$ cat src/rtl/sys_run_ctrl_if.sv
// rtl/sys_run_ctrl_if.sv - datapath-side link between the run controller and the single-cycle CPU
interface sys_run_ctrl_if #(
  parameter int PC_W = 8
);
  logic            pc_we;
  logic [PC_W-1:0] pc_wdata;
  logic            cpu_en;
  logic [PC_W-1:0] cpu_pc;
  logic            cpu_exc;

  modport master (output pc_we, output pc_wdata, output cpu_en, input cpu_pc, input cpu_exc);
  modport slave  (input pc_we, input pc_wdata, input cpu_en, output cpu_pc, output cpu_exc);
endinterface

$ cat src/rtl/sys_run_ctrl.sv
// rtl/sys_run_ctrl.sv - run/step/halt sequencer with PC load, exception halt and retired count
// Optional breakpoint exit in RUN is enabled by defining SYS_BREAKPOINT_EN.
module sys_run_ctrl #(
  parameter int              PC_W     = 8,
  parameter int              CNT_W    = 16,
  parameter logic [PC_W-1:0] PC_LIMIT = 8'hFC
) (
  input  logic              SYS_clk,
  input  logic              SYS_reset,
  input  logic              SYS_load,
  input  logic [PC_W-1:0]   SYS_pc_val,
  input  logic              run_req,
  input  logic              step_req,
  input  logic [PC_W-1:0]   bp_addr,
  sys_run_ctrl_if.master    dp,
  output logic              halted,
  output logic              exc_flag,
  output logic [2:0]        state,
  output logic [CNT_W-1:0]  instr_cnt
);

  typedef enum logic [2:0] {
    IDLE = 3'd0,
    LOAD = 3'd1,
    RUN  = 3'd2,
    STEP = 3'd3,
    HALT = 3'd4
  } state_t;

  state_t          cur;
  state_t          nxt;
  logic            step_q;
  logic            step_edge;
  logic            at_limit;
  logic            commit_ok;
  logic            en;
  logic            set_exc;
  logic [PC_W-1:0] wdata_q;

  assign step_edge = step_req & ~step_q;
  assign at_limit  = (dp.cpu_pc == PC_LIMIT);
  assign commit_ok = ~SYS_load & ~dp.cpu_exc & ~at_limit;

`ifdef SYS_BREAKPOINT_EN
  logic bp_hit;
  assign bp_hit = (dp.cpu_pc == bp_addr);
`else
  logic unused_bp;
  assign unused_bp = ^bp_addr;
`endif

  always_comb begin
    nxt     = cur;
    en      = 1'b0;
    set_exc = 1'b0;
    case (cur)
      IDLE: begin
        if (SYS_load)       nxt = LOAD;
        else if (run_req)   nxt = RUN;
        else if (step_edge) nxt = STEP;
      end
      LOAD: nxt = IDLE;
      RUN: begin
`ifdef SYS_BREAKPOINT_EN
        en = commit_ok & ~bp_hit;
`else
        en = commit_ok;
`endif
        if (SYS_load) nxt = LOAD;
        else if (dp.cpu_exc) begin
          nxt     = HALT;
          set_exc = 1'b1;
        end
`ifdef SYS_BREAKPOINT_EN
        else if (bp_hit)   nxt = IDLE;
`endif
        else if (at_limit) nxt = HALT;
        else if (!run_req) nxt = IDLE;
      end
      // Single commit slot; the breakpoint is deliberately not checked so a step moves past it.
      STEP: begin
        en = commit_ok;
        if (SYS_load) nxt = LOAD;
        else if (dp.cpu_exc) begin
          nxt     = HALT;
          set_exc = 1'b1;
        end
        else if (at_limit) nxt = HALT;
        else               nxt = IDLE;
      end
      HALT: begin
        if (SYS_load) nxt = LOAD;
      end
      default: nxt = IDLE;
    endcase
  end

  always_ff @(posedge SYS_clk) begin
    if (!SYS_reset) begin
      cur       <= IDLE;
      step_q    <= 1'b0;
      wdata_q   <= '0;
      exc_flag  <= 1'b0;
      instr_cnt <= '0;
    end else begin
      cur    <= nxt;
      step_q <= step_req;
      if (nxt == LOAD) begin
        wdata_q   <= SYS_pc_val;
        exc_flag  <= 1'b0;
        instr_cnt <= '0;
      end else begin
        if (set_exc) exc_flag <= 1'b1;
        if (en && (instr_cnt != {CNT_W{1'b1}})) instr_cnt <= instr_cnt + 1'b1;
      end
    end
  end

  assign dp.pc_we    = (cur == LOAD);
  assign dp.pc_wdata = wdata_q;
  assign dp.cpu_en   = en;
  assign halted      = (cur == HALT);
  assign state       = cur;

endmodule

$ cat src/flat_wrapper.sv
// flat-port wrapper written by rule: the top's interface ports become plain ports
module sys_run_ctrl_flat 
#(
  parameter int              PC_W     = 8,
  parameter int              CNT_W    = 16,
  parameter logic [PC_W-1:0] PC_LIMIT = 8'hFC
)
  (SYS_clk, SYS_reset, SYS_load, SYS_pc_val, run_req, step_req, bp_addr, halted, exc_flag, state, instr_cnt, dp_pc_we, dp_pc_wdata, dp_cpu_en, dp_cpu_pc, dp_cpu_exc);
  sys_run_ctrl_if #(.PC_W(PC_W)) dp_i ();
  input  logic SYS_clk;
  input  logic SYS_reset;
  input  logic SYS_load;
  input  logic [PC_W-1:0] SYS_pc_val;
  input  logic run_req;
  input  logic step_req;
  input  logic [PC_W-1:0] bp_addr;
  output logic halted;
  output logic exc_flag;
  output logic [2:0] state;
  output logic [CNT_W-1:0] instr_cnt;
  output wire logic [$bits(dp_i.pc_we)-1:0] dp_pc_we;
  output wire logic [$bits(dp_i.pc_wdata)-1:0] dp_pc_wdata;
  output wire logic [$bits(dp_i.cpu_en)-1:0] dp_cpu_en;
  input wire logic [$bits(dp_i.cpu_pc)-1:0] dp_cpu_pc;
  input wire logic [$bits(dp_i.cpu_exc)-1:0] dp_cpu_exc;
  assign dp_pc_we = dp_i.pc_we;
  assign dp_pc_wdata = dp_i.pc_wdata;
  assign dp_cpu_en = dp_i.cpu_en;
  assign dp_i.cpu_pc = dp_cpu_pc;
  assign dp_i.cpu_exc = dp_cpu_exc;
  sys_run_ctrl #(.PC_W(PC_W), .CNT_W(CNT_W), .PC_LIMIT(PC_LIMIT)) u_core (.SYS_clk(SYS_clk), .SYS_reset(SYS_reset), .SYS_load(SYS_load), .SYS_pc_val(SYS_pc_val), .run_req(run_req), .step_req(step_req), .bp_addr(bp_addr), .dp(dp_i), .halted(halted), .exc_flag(exc_flag), .state(state), .instr_cnt(instr_cnt));
endmodule
$ cat config.mk
export PLATFORM = sky130hd
export DESIGN_NAME = sys_run_ctrl_flat
export DESIGN_NICKNAME = d
export VERILOG_FILES = /design/src/rtl/sys_run_ctrl_if.sv /design/src/rtl/sys_run_ctrl.sv /design/src/flat_wrapper.sv
export SDC_FILE = /design/constraint.sdc
export NUM_CORES = 1
export LEC_CHECK = 0
export CAP_MARGIN = 20
export CORE_ASPECT_RATIO = 1.1
export CORE_MARGIN = 2
export CORE_UTILIZATION = 39
export CTS_CLUSTER_SIZE = 10
export DETAILED_ROUTE_END_ITERATION = 8
export GPL_TIMING_DRIVEN = 0
export PLACE_DENSITY = 0.76
export SETUP_SLACK_MARGIN = 0.02
export SYNTH_ARGS = -nofsm -noshare
export SYNTH_HDL_FRONTEND = slang
export SYNTH_SLANG_ARGS = --single-unit
$ cat constraint.sdc
create_clock -name SYS_clk -period 1.7 [get_ports SYS_clk]
set_clock_uncertainty 0.1 [all_clocks]
set_input_delay 0.34 -clock SYS_clk [delete_from_list [all_inputs] [get_ports SYS_clk]]
set_output_delay 0.34 -clock SYS_clk [all_outputs]
set_load 0.01 [all_outputs]
==> tab_implementation.tex, run 1 <==
\begin{tabular}{lr}
\hline
Metric & Value \\
\hline
\multicolumn{2}{l}{\textbf{Status}} \\
\quad Status & finished with violations \\
\quad Violated checks & negative setup slack \\
\multicolumn{2}{l}{\textbf{Detailed routing}} \\
\quad Initial DRC Count & 84 \\
\quad Number of nets with antenna violations after detailed routing & 0 \\
\quad Final routed DRC violation total & 0 \\
\quad Wire length per cell & between 15 and 20 um \\
\quad Detailed-router iteration count before antenna repair & 4 \\
\quad Mean number of vias per cell & roughly 5.3 \\
\quad Overall routed net length & roughly 4.8 mm \\
\quad Via count & $\sim$1600 \\
\multicolumn{2}{l}{\textbf{Finish}} \\
\quad Synth-to-layout area growth & 83.28\% \\
\quad Count of antenna diodes in the layout & 0 \\
\quad Final net count & roughly 290 \\
\quad Most common library cell in the layout ignoring fill and taps & sky130\_fd\_sc\_hd\_\_nand2\_1 \\
\quad Fin cells & 309 \\
\quad Fraction of final layout cells with drive strength greater than 1 & about a third \\
\quad Most frequent cells in the layout & 29 x sky130\_fd\_sc\_hd\_\_nand2\_1, 27 x sky130\_fd\_sc\_hd\_\_clkdlybuf4s50\_1, 21 x sky130\_fd\_sc\_hd\_\_buf\_4 \\
\multicolumn{2}{l}{\textbf{GRT}} \\
\quad Met3 Resource Use GR & around 5.5\% \\
\quad Gr usage total & approximately a fifth \\
\quad Met1 capacity usage during global routing & between 20\% and 30\% \\
\quad Most congested layer reported by global routing & met2 \\
\quad Via count of the first global-routing pass & between 1500 and 2000 \\
\quad Overflow left after global routing & 0 \\
\quad Maximum number of pins on one net before global-route repair & 11 \\
\quad Met2 Usage GRT & 35.34\% \\
\quad Number of antenna violations at the first check in global routing & 0 \\
\quad Wire length of the first global-routing pass & 7.113 mm \\
\multicolumn{2}{l}{\textbf{Clock tree}} \\
\quad CTS Buf Count & 5 \\
\quad Maximum number of buffers from clock root to sink & 2 \\
\quad Clock sinks & 29 \\
\quad H-tree depth & 2 \\
\quad Clock root buffer master & sky130\_fd\_sc\_hd\_\_clkbuf\_8 \\
\quad Clock tree from TritonCTS & yes \\
\quad Clock latency reported for the late side of the worst-skew pair & about 0.28 ns \\
\quad Post-CTS clock slew at the launch and capture registers of the worst setup and hold paths & $\sim$0.070 ns \\
\multicolumn{2}{l}{\textbf{Critical path}} \\
\quad Critical path data arrival time & 1.35 ns \\
\quad Reg2Reg Depth & 6 \\
\quad Worst setup SP type & flop \\
\quad Delay of the slowest cell on the worst path & 0.33 ns \\
\quad Endpoint kind of the worst setup timing path & output pin \\
\quad Cell-by-cell trace of the critical path & buf\_6, nor4b\_4, o21ai\_4, inv\_2, buf\_6 \\
\quad Startpoint-to-endpoint class of the critical path & reg2out \\
\quad Dominant cell type by count on the critical path & sky130\_fd\_sc\_hd\_\_buf\_6 \\
\quad Worst R2R Start & u\_core.state[1] \\
\quad Largest fanout on the critical path & 8 \\
\quad Crit path launch & u\_core.state[1] \\
\quad Critical Path RT & around 1.3 ns \\
\quad Library cell contributing the largest single delay on the critical path & sky130\_fd\_sc\_hd\_\_dfxtp\_2 \\
\multicolumn{2}{l}{\textbf{STA}} \\
\quad Slew Limit Fails & 0 \\
\quad Final setup violation count & 10 \\
\quad Upper clock frequency limit & approximately 560 MHz \\
\quad Share of the cycle needed by the critical path after routing & 105.2\% \\
\quad Worst relative slew slack & a little under three quarters \\
\quad RSZ-0062 raised after global routing & yes \\
\quad Fin crit period & $\sim$1.8 ns \\
\quad Post-route setup slack & -0.08838 ns \\
\quad Slew at the pin with the worst max-slew slack & $\sim$0.43 ns \\
\quad Total count of hold-check failures in the final report & 0 \\
\multicolumn{2}{l}{\textbf{Synth}} \\
\quad Number of warnings printed during yosys synthesis & 0 \\
\quad Cells after synthesis & $\sim$180 \\
\quad Sequential element share of the synthesized area & between 30\% and 40\% \\
\quad Top cell type by total area after synthesis & sky130\_fd\_sc\_hd\_\_dfxtp\_1 \\
\quad Fraction of the mapped netlist area in adder cells & less than 1\% \\
\quad Combinational family with the most area after synthesis & simple AND/OR/NAND/NOR gates \\
\quad Synthesized area & between 0.0015 and 0.002 mm2 \\
\quad Total of flip-flops plus latches after synthesis & 29 \\
\quad Proportion of netlist area held by the largest area contributor & about two fifths \\
\quad Syn avg cell area & roughly 8.5 um2 \\
\quad Area fraction in and, or, nand and nor cells after synthesis & between 20\% and 30\% \\
\quad Share of the synthesized area in compound gates (AO/OA/AOI/OAI) & 19.72\% \\
\quad Fraction of synthesized area in multiplexers & under 10\% \\
\quad Syn\_nets & 208 \\
\quad Yosys cell types & 42 \\
\quad Top post-synthesis cells by area & sky130\_fd\_sc\_hd\_\_dfxtp\_1 39\%, sky130\_fd\_sc\_hd\_\_nand2\_1 7.7\%, sky130\_fd\_sc\_hd\_\_mux2i\_1 7.3\% \\
\quad Post-synthesis share of cell area spent on xor and xnor gates & 0\% \\
\multicolumn{2}{l}{\textbf{Hold path}} \\
\quad Worst hold path startpoint & u\_core.dp.pc\_wdata[2] \\
\quad Hold Path Cell Cnt & 2 \\
\quad Min-delay worst type & reg2reg \\
\multicolumn{2}{l}{\textbf{Placed design}} \\
\quad Routability congestion estimate from global placement & a little over 0.8 \\
\quad Placed Cells incl. Taps & 279 \\
\quad Number of I/O port buffers & 52 \\
\quad Dpl hpwl & 2.660 mm \\
\quad Setup WS pre-CTS & -0.7912 ns \\
\multicolumn{2}{l}{\textbf{Pwr}} \\
\quad Static Leakage & 1.177 nW \\
\quad Worst supply voltage drop on vdd & between 300 and 400 uV \\
\quad Total power per unit cell area & around 570 mW/mm2 \\
\multicolumn{2}{l}{\textbf{Floorplan}} \\
\quad Initial Util & 40.83\% \\
\quad Chip Width & 63.21 um \\
\quad Number of placement rows & 23 \\
\quad Boundary pin count & 61 \\
\quad Area of the die & 0.004370 mm2 \\
\quad Y dimension of the die & 69.13 um \\
\quad Area inside the core boundary & roughly 0.0037 mm2 \\
\multicolumn{2}{l}{\textbf{Run}} \\
\quad Max-cap violation count & 0 \\
\hline
\end{tabular}
## cell usage after synthesis (all sizes together)
library cell  number
a2111o             1
a2111oi            3
a211oi             6
a21bo              1
a21boi            10
a21oi              4
a311o              1
a31oi              2
a41oi              2
and2               1
and4               2
buf                4
clkbuf             4
dfxtp             29
ha                 1
inv                6
mux2i             11
nand2             31
nand2b             8
nand3             13
nand3b             1
nand4              4
nand4bb            1
nor2               3
nor2b              1
nor3               6
nor3b              1
nor4               3
nor4b              1
o21ai              3
o21bai             3
o31ai              3
o41ai              1
or2                2
or3                2
or4                2
## flip-flops by register name (all words and copies together) (netlist names)
signal and count:
u_core.step_q 1, u_core.dp.pc_wdata 8, u_core.state 3, u_core.instr_cnt 16, u_core.exc_flag 1
## metrics by stage
stage / area (um2) / total power, mW / TNS (ns) / hold slack (ns) / utilization, %
floorplan: 1554 / 0.8123 / 0 / 0.3617 / -
global placement: 2137 / 0.9185 / -10.95 / 0.3493 / 58.02
detailed placement: 2137 / 0.9207 / -11.03 / 0.3579 / 58.02
CTS: 2487 / 1.570 / -1.049 / 0.3666 / 67.53
global route: 2756 / 1.631 / -1.147 / 0.3844 / 74.83
finish: 2756 / 1.570 / -0.4401 / 0.3635 / 74.83
## final timing paths
path | to | slack (ns)
worst max-delay path | dp_cpu_en | -0.09
worst min-delay path | u_core.dp.pc_wdata[2] | 0.36
worst max register to register | u_core.instr_cnt[13] | -0.08
worst min register to register | u_core.dp.pc_wdata[2] | 0.36
## routing by layer
metal / vias up / routed length [um] / share of wire, %
met1: 771 / 1951 / 41
li1: 819 / - / -
met5: - / 0 / 0
met2: 50 / 2444 / 51
met4: 0 / 78 / 1.6
met3: 6 / 280 / 5.9
## kinds of logic after synthesis
family / Yosys count
buffers and inverters: 14
DFF: 29
adders and majority gates: 1
AOI/OAI and AO/OA: 40
and+or+nand+nor: 82
muxes: 11
## layout make-up
cell class / instances / area [um2]
Multi-Input combinational cell: 134 / 1155
Fill cell: 273 / 927.1
Timing Repair Buffer: 75 / 720.7
Sequential cell: 29 / 616.8
Clock buffer: 7 / 96.34
Buffer: 7 / 77.57
Tap cell: 50 / 62.56
Inverter: 6 / 22.52
Clock inverter: 1 / 5.005
## critical path: cells and delay by family, from the launching register on
kind	cells	cell delay (ns)
AND/OR/NAND/NOR	1	0.25
flip-flops	1	0.33
AO/OA/AOI/OAI	1	0.13
buffers and inverters	3	0.35
## power breakdown
group          switching, mW  total [mW]  internal, mW
logic                  0.105       0.236         0.131
registers             0.0119       0.699         0.687
clock network          0.269       0.635         0.365
## timing repair
| item | in CTS | in global routing |
|---|---|---|
| setup buffers | 8 | 14 |
| hold buffers | 0 | 0 |
| gates resized for setup | 51 | 50 |
| endpoints found under the setup margin | 38 | 39 |
| pin swaps | 4 | 19 |
| gates cloned | 0 | 1 |
(Power assumes the default switching activity.)
==> inputs of run 2 (changes only) <==
Settings changed: CTS_CLUSTER_SIZE 10 to 30.
==> results of run 2 <==
Final layout, timing and power as in run 1 (identical DEF).
==> inputs of run 3 (changes only) <==
Clock period 1.7 ns to 1.5 ns, I/O delays scaled along.
==> run 3 against run 2 <==
  * The flow still finishes with violations (negative setup slack)
  * Combinational power is 54% higher
  * Clock power hardly changed
  * Sequential power is 14% higher
  * Clock-buffer cell count is 1 lower
  * Wire length is 29% higher
  * Global-route usage is 1.5 points higher
  * Die area stayed put
  * First-iteration DRC count is 100% higher
  * Critical path type is now reg2reg
==> tab_implementation.tex, run 3 (synthesized netlist as in run 1, its figures left out) <==
\begin{tabular}{lr}
\hline
Metric & Value \\
\hline
\multicolumn{2}{l}{\textbf{Clock tree}} \\
\quad Post-CTS clock slew at the launch and capture registers of the worst setup and hold paths & 0.07 ns (about the same) \\
\quad H-tree depth & 2 (unchanged) \\
\quad CTS Buf Count & 5 (unchanged) \\
\quad Clock sinks & 29 (unchanged) \\
\quad Hold bufs inserted after CTS & 0 (unchanged) \\
\quad Clock latency reported for the late side of the worst-skew pair & 0.28 ns (about the same) \\
\quad Clock tree from TritonCTS & yes \\
\quad Clock root buffer master & sky130\_fd\_sc\_hd\_\_clkbuf\_8 \\
\quad Maximum number of buffers from clock root to sink & 2 (unchanged) \\
\multicolumn{2}{l}{\textbf{Finish}} \\
\quad Fin cells & 325 (+5.2\%) \\
\quad Flip-flop count of the largest register after layout & 16 (unchanged) \\
\quad Area taken by multi-input logic gates & 0.001315 mm2 (+14\%) \\
\quad Synth-to-layout area growth & 102.7\% \\
\quad Fill cell total of the finished layout & 223 (-18\%) \\
\quad Final net count & 305 (+5.5\%) \\
\quad Cell area after layout & 0.003049 mm2 (+11\%) \\
\quad Fraction of final layout cells with drive strength greater than 1 & 46.55\% (+12 points) \\
\quad Register with the most flip-flops & u\_core.instr\_cnt \\
\quad Most common library cell in the layout ignoring fill and taps & sky130\_fd\_sc\_hd\_\_dlygate4sd2\_1 \\
\quad Count of antenna diodes in the layout & 0 (unchanged) \\
\quad Most frequent cells in the layout & 35 x sky130\_fd\_sc\_hd\_\_dlygate4sd2\_1, 22 x sky130\_fd\_sc\_hd\_\_buf\_4, 21 x sky130\_fd\_sc\_hd\_\_nand2\_1 \\
\quad Combined flip-flop and latch cell area & 625.6 um2 (+1.4\%) \\
\multicolumn{2}{l}{\textbf{Detailed routing}} \\
\quad Wire length per cell & 18.89 um (+23\%) \\
\quad Via count & 1866 (+13\%) \\
\quad Number of nets with antenna violations after detailed routing & 0 (unchanged) \\
\quad Overall routed net length & 6.138 mm (+29\%) \\
\quad Detailed-router iteration count before antenna repair & 4 (unchanged) \\
\quad Final routed DRC violation total & 0 (unchanged) \\
\quad Mean number of vias per cell & 5.742 (+7.8\%) \\
\quad Initial DRC Count & 171 (+100\%) \\
\multicolumn{2}{l}{\textbf{STA}} \\
\quad Upper clock frequency limit & 550.2 MHz \\
\quad Total count of hold-check failures in the final report & 0 (unchanged) \\
\quad Final Hold Slack & 0.3644 ns (+0.0009640 ns) \\
\quad Fin crit period & about 1.8 ns \\
\quad Slew at the pin with the worst max-slew slack & 0.4758 ns (+0.04587 ns) \\
\quad Worst relative slew slack & 68.01\% (-3.3 points) \\
\quad Share of the cycle needed by the critical path after routing & 121.2\% \\
\quad Slew Limit Fails & 0 (unchanged) \\
\quad RSZ-0062 raised after global routing & yes \\
\quad Final setup violation count & 20 (+10) \\
\quad Post-route setup slack & -0.3176 ns (-0.2292 ns) \\
\multicolumn{2}{l}{\textbf{GRT}} \\
\quad Gr usage total & 21.65\% (+1.5 points) \\
\quad Maximum number of pins on one net before global-route repair & 11 (unchanged) \\
\quad Number of antenna violations at the first check in global routing & 0 (unchanged) \\
\quad Via count of the first global-routing pass & 1642 (+8.2\%) \\
\quad Wire length of the first global-routing pass & 7.590 mm (+6.7\%) \\
\quad Overflow left after global routing & 0 (unchanged) \\
\multicolumn{2}{l}{\textbf{Critical path}} \\
\quad Startpoint-to-endpoint class of the critical path & reg2reg \\
\quad CP Buf/Inv Count & 0 (-3) \\
\quad Critical path data arrival time & 1.93 ns (+0.58 ns) \\
\quad Endpoint of the most critical register-to-register path & u\_core.instr\_cnt[13] \\
\quad Largest fanout on the critical path & 7 (-1) \\
\quad Critical Path RT & 1.61 ns (+0.35 ns) \\
\quad Worst setup SP type & flop \\
\quad Cell-by-cell trace of the critical path & nand4\_1, or3\_4, or4\_4, a21oi\_2 \\
\quad Reg2Reg Depth & 4 (-2) \\
\quad Delay of the slowest cell on the worst path & 0.47 ns (+0.14 ns) \\
\quad Library cell contributing the largest single delay on the critical path & sky130\_fd\_sc\_hd\_\_or3\_4 \\
\quad Worst R2R Start & u\_core.instr\_cnt[0] \\
\quad Endpoint kind of the worst setup timing path & flop \\
\quad Flop-to-flop setup slack & -0.32 ns (-0.24 ns) \\
\quad Top Family by Delay on Critical Path & simple AND/OR/NAND/NOR gates \\
\multicolumn{2}{l}{\textbf{Placed design}} \\
\quad Placed Cells incl. Taps & 279 (unchanged) \\
\quad Dpl hpwl & 2.793 mm (+5.0\%) \\
\quad Routability congestion estimate from global placement & 0.8042 (-0.83\%) \\
\quad Post-Place Cell Area & 0.002225 mm2 (+4.1\%) \\
\quad Number of I/O port buffers & 52 (unchanged) \\
\multicolumn{2}{l}{\textbf{Pwr}} \\
\quad Sequential share of power & 44.3\% (-0.2 points) \\
\quad Internal Power & 1.295 mW (+9.4\%) \\
\quad Worst supply voltage drop on vdd & 929.9 uV (+180\%) \\
\quad Static Leakage & 1.268 nW (+7.7\%) \\
\quad NetSw & 500.2 uW (+29\%) \\
\quad Switching share of power & 27.87\% (+3.3 points) \\
\quad Power share of the combinational group & 20.2\% (+5.1 points) \\
\quad Overall power consumption & 1.795 mW (+14\%) \\
\quad Clock network fraction of design power & 35.5\% (-4.9 points) \\
\quad Total power per unit cell area & 588.6 mW/mm2 (+3.3\%) \\
\multicolumn{2}{l}{\textbf{Hold path}} \\
\quad Min-delay worst type & reg2reg \\
\quad Worst hold path startpoint & u\_core.dp.pc\_wdata[1] \\
\quad Hold-critical path endpoint & u\_core.dp.pc\_wdata[1] \\
\quad Hold Path Cell Cnt & 2 (unchanged) \\
\multicolumn{2}{l}{\textbf{Floorplan}} \\
\quad Chip Width & 63.21 um (unchanged) \\
\quad Area inside the core boundary & 0.003684 mm2 (unchanged) \\
\quad Number of placement rows & 23 (unchanged) \\
\quad Area of the die & 0.004370 mm2 (unchanged) \\
\quad Boundary pin count & 61 (unchanged) \\
\quad Initial Util & 40.83\% (unchanged) \\
\quad Y dimension of the die & 69.13 um (unchanged) \\
\multicolumn{2}{l}{\textbf{Status}} \\
\quad Status & finished with violations \\
\quad Violated checks & negative setup slack \\
\multicolumn{2}{l}{\textbf{Run}} \\
\quad Max-cap violation count & 0 (unchanged) \\
\hline
\end{tabular}
==> run 3: cell types whose count changed in the layout (fill, tap and decap cells not counted), sizes merged <==
cell,before,now
buf,28,44
clkbuf,12,11
dlymetal6s2s,13,1
clkdlybuf4s50,27,12
nand2,31,32
clkinv,1,2
dlygate4sd2,9,35
==> run 3: cell type report <==
type | instances | share of cell area (%)
well taps | 50 | 2.052
plain buffers | 6 | 2.339
repair buffers | 91 | 28.52
clock buffers | 6 | 2.380
clock inverters | 2 | 0.3283
flip-flops and latches | 29 | 20.52
inverters | 6 | 0.7386
multi-input cells | 135 | 43.13
==> run 3: worst max path at each step <==
stage	from	endpoint	slack, ns	cells after the start
2_1_floorplan	u_core.instr_cnt[4]	u_core.instr_cnt[13]	-0.09	4
3_3_place_gp	SYS_load	dp_cpu_en	-0.92	5
3_5_place_dp	dp_cpu_pc[0]	dp_cpu_en	-0.93	5
4_1_cts	u_core.instr_cnt[4]	u_core.instr_cnt[11]	-0.20	4
5_1_grt	u_core.instr_cnt[0]	u_core.instr_cnt[13]	-0.36	4
6_report	u_core.instr_cnt[0]	u_core.instr_cnt[13]	-0.32	4
==> run 3: repair_timing <==
action,4_1_cts,5_1_grt
setup endpoints to repair,58,32
gates resized for setup,88,68
buffers inserted,19,17
pin swaps,13,31
gates cloned,2,2
==> run 3: metrics by stage <==
stage	util [%]	setup slack, ns	TNS (ns)
floorplan	-	-0.08661	-0.6862
finish	82.78	-0.3176	-2.872
global route	82.78	-0.3604	-4.108
global placement	60.39	-0.9189	-16.27
detailed placement	60.39	-0.9261	-16.62
CTS	70.99	-0.2042	-2.811
==> run 3: tightest hold or removal path, cell delays in order (launching register included) <==
cell and delay (ns):
sky130_fd_sc_hd__dfxtp_1 0.31, sky130_fd_sc_hd__nand2_2 0.06, sky130_fd_sc_hd__a21boi_1 0.05
==> run 3: metal layers <==
metal	up-vias	GRT usage [%]	part of all wire, %
met5	-	0	0
met4	0	7.971	2.7
met3	20	5.546	5.6
met2	92	36.88	50
met1	904	26.12	42
li1	850	-	-
==> run 3: power groups by stage <==
stage          Clock (mW)  Combinational (mW)  Sequential, mW
4_1_cts             0.641               0.273           0.789
3_3_place_gp            0               0.232           0.806
5_1_grt             0.671               0.382           0.797
3_5_place_dp            0               0.234           0.807
6_report            0.637               0.363           0.795
2_1_floorplan           0               0.101           0.814
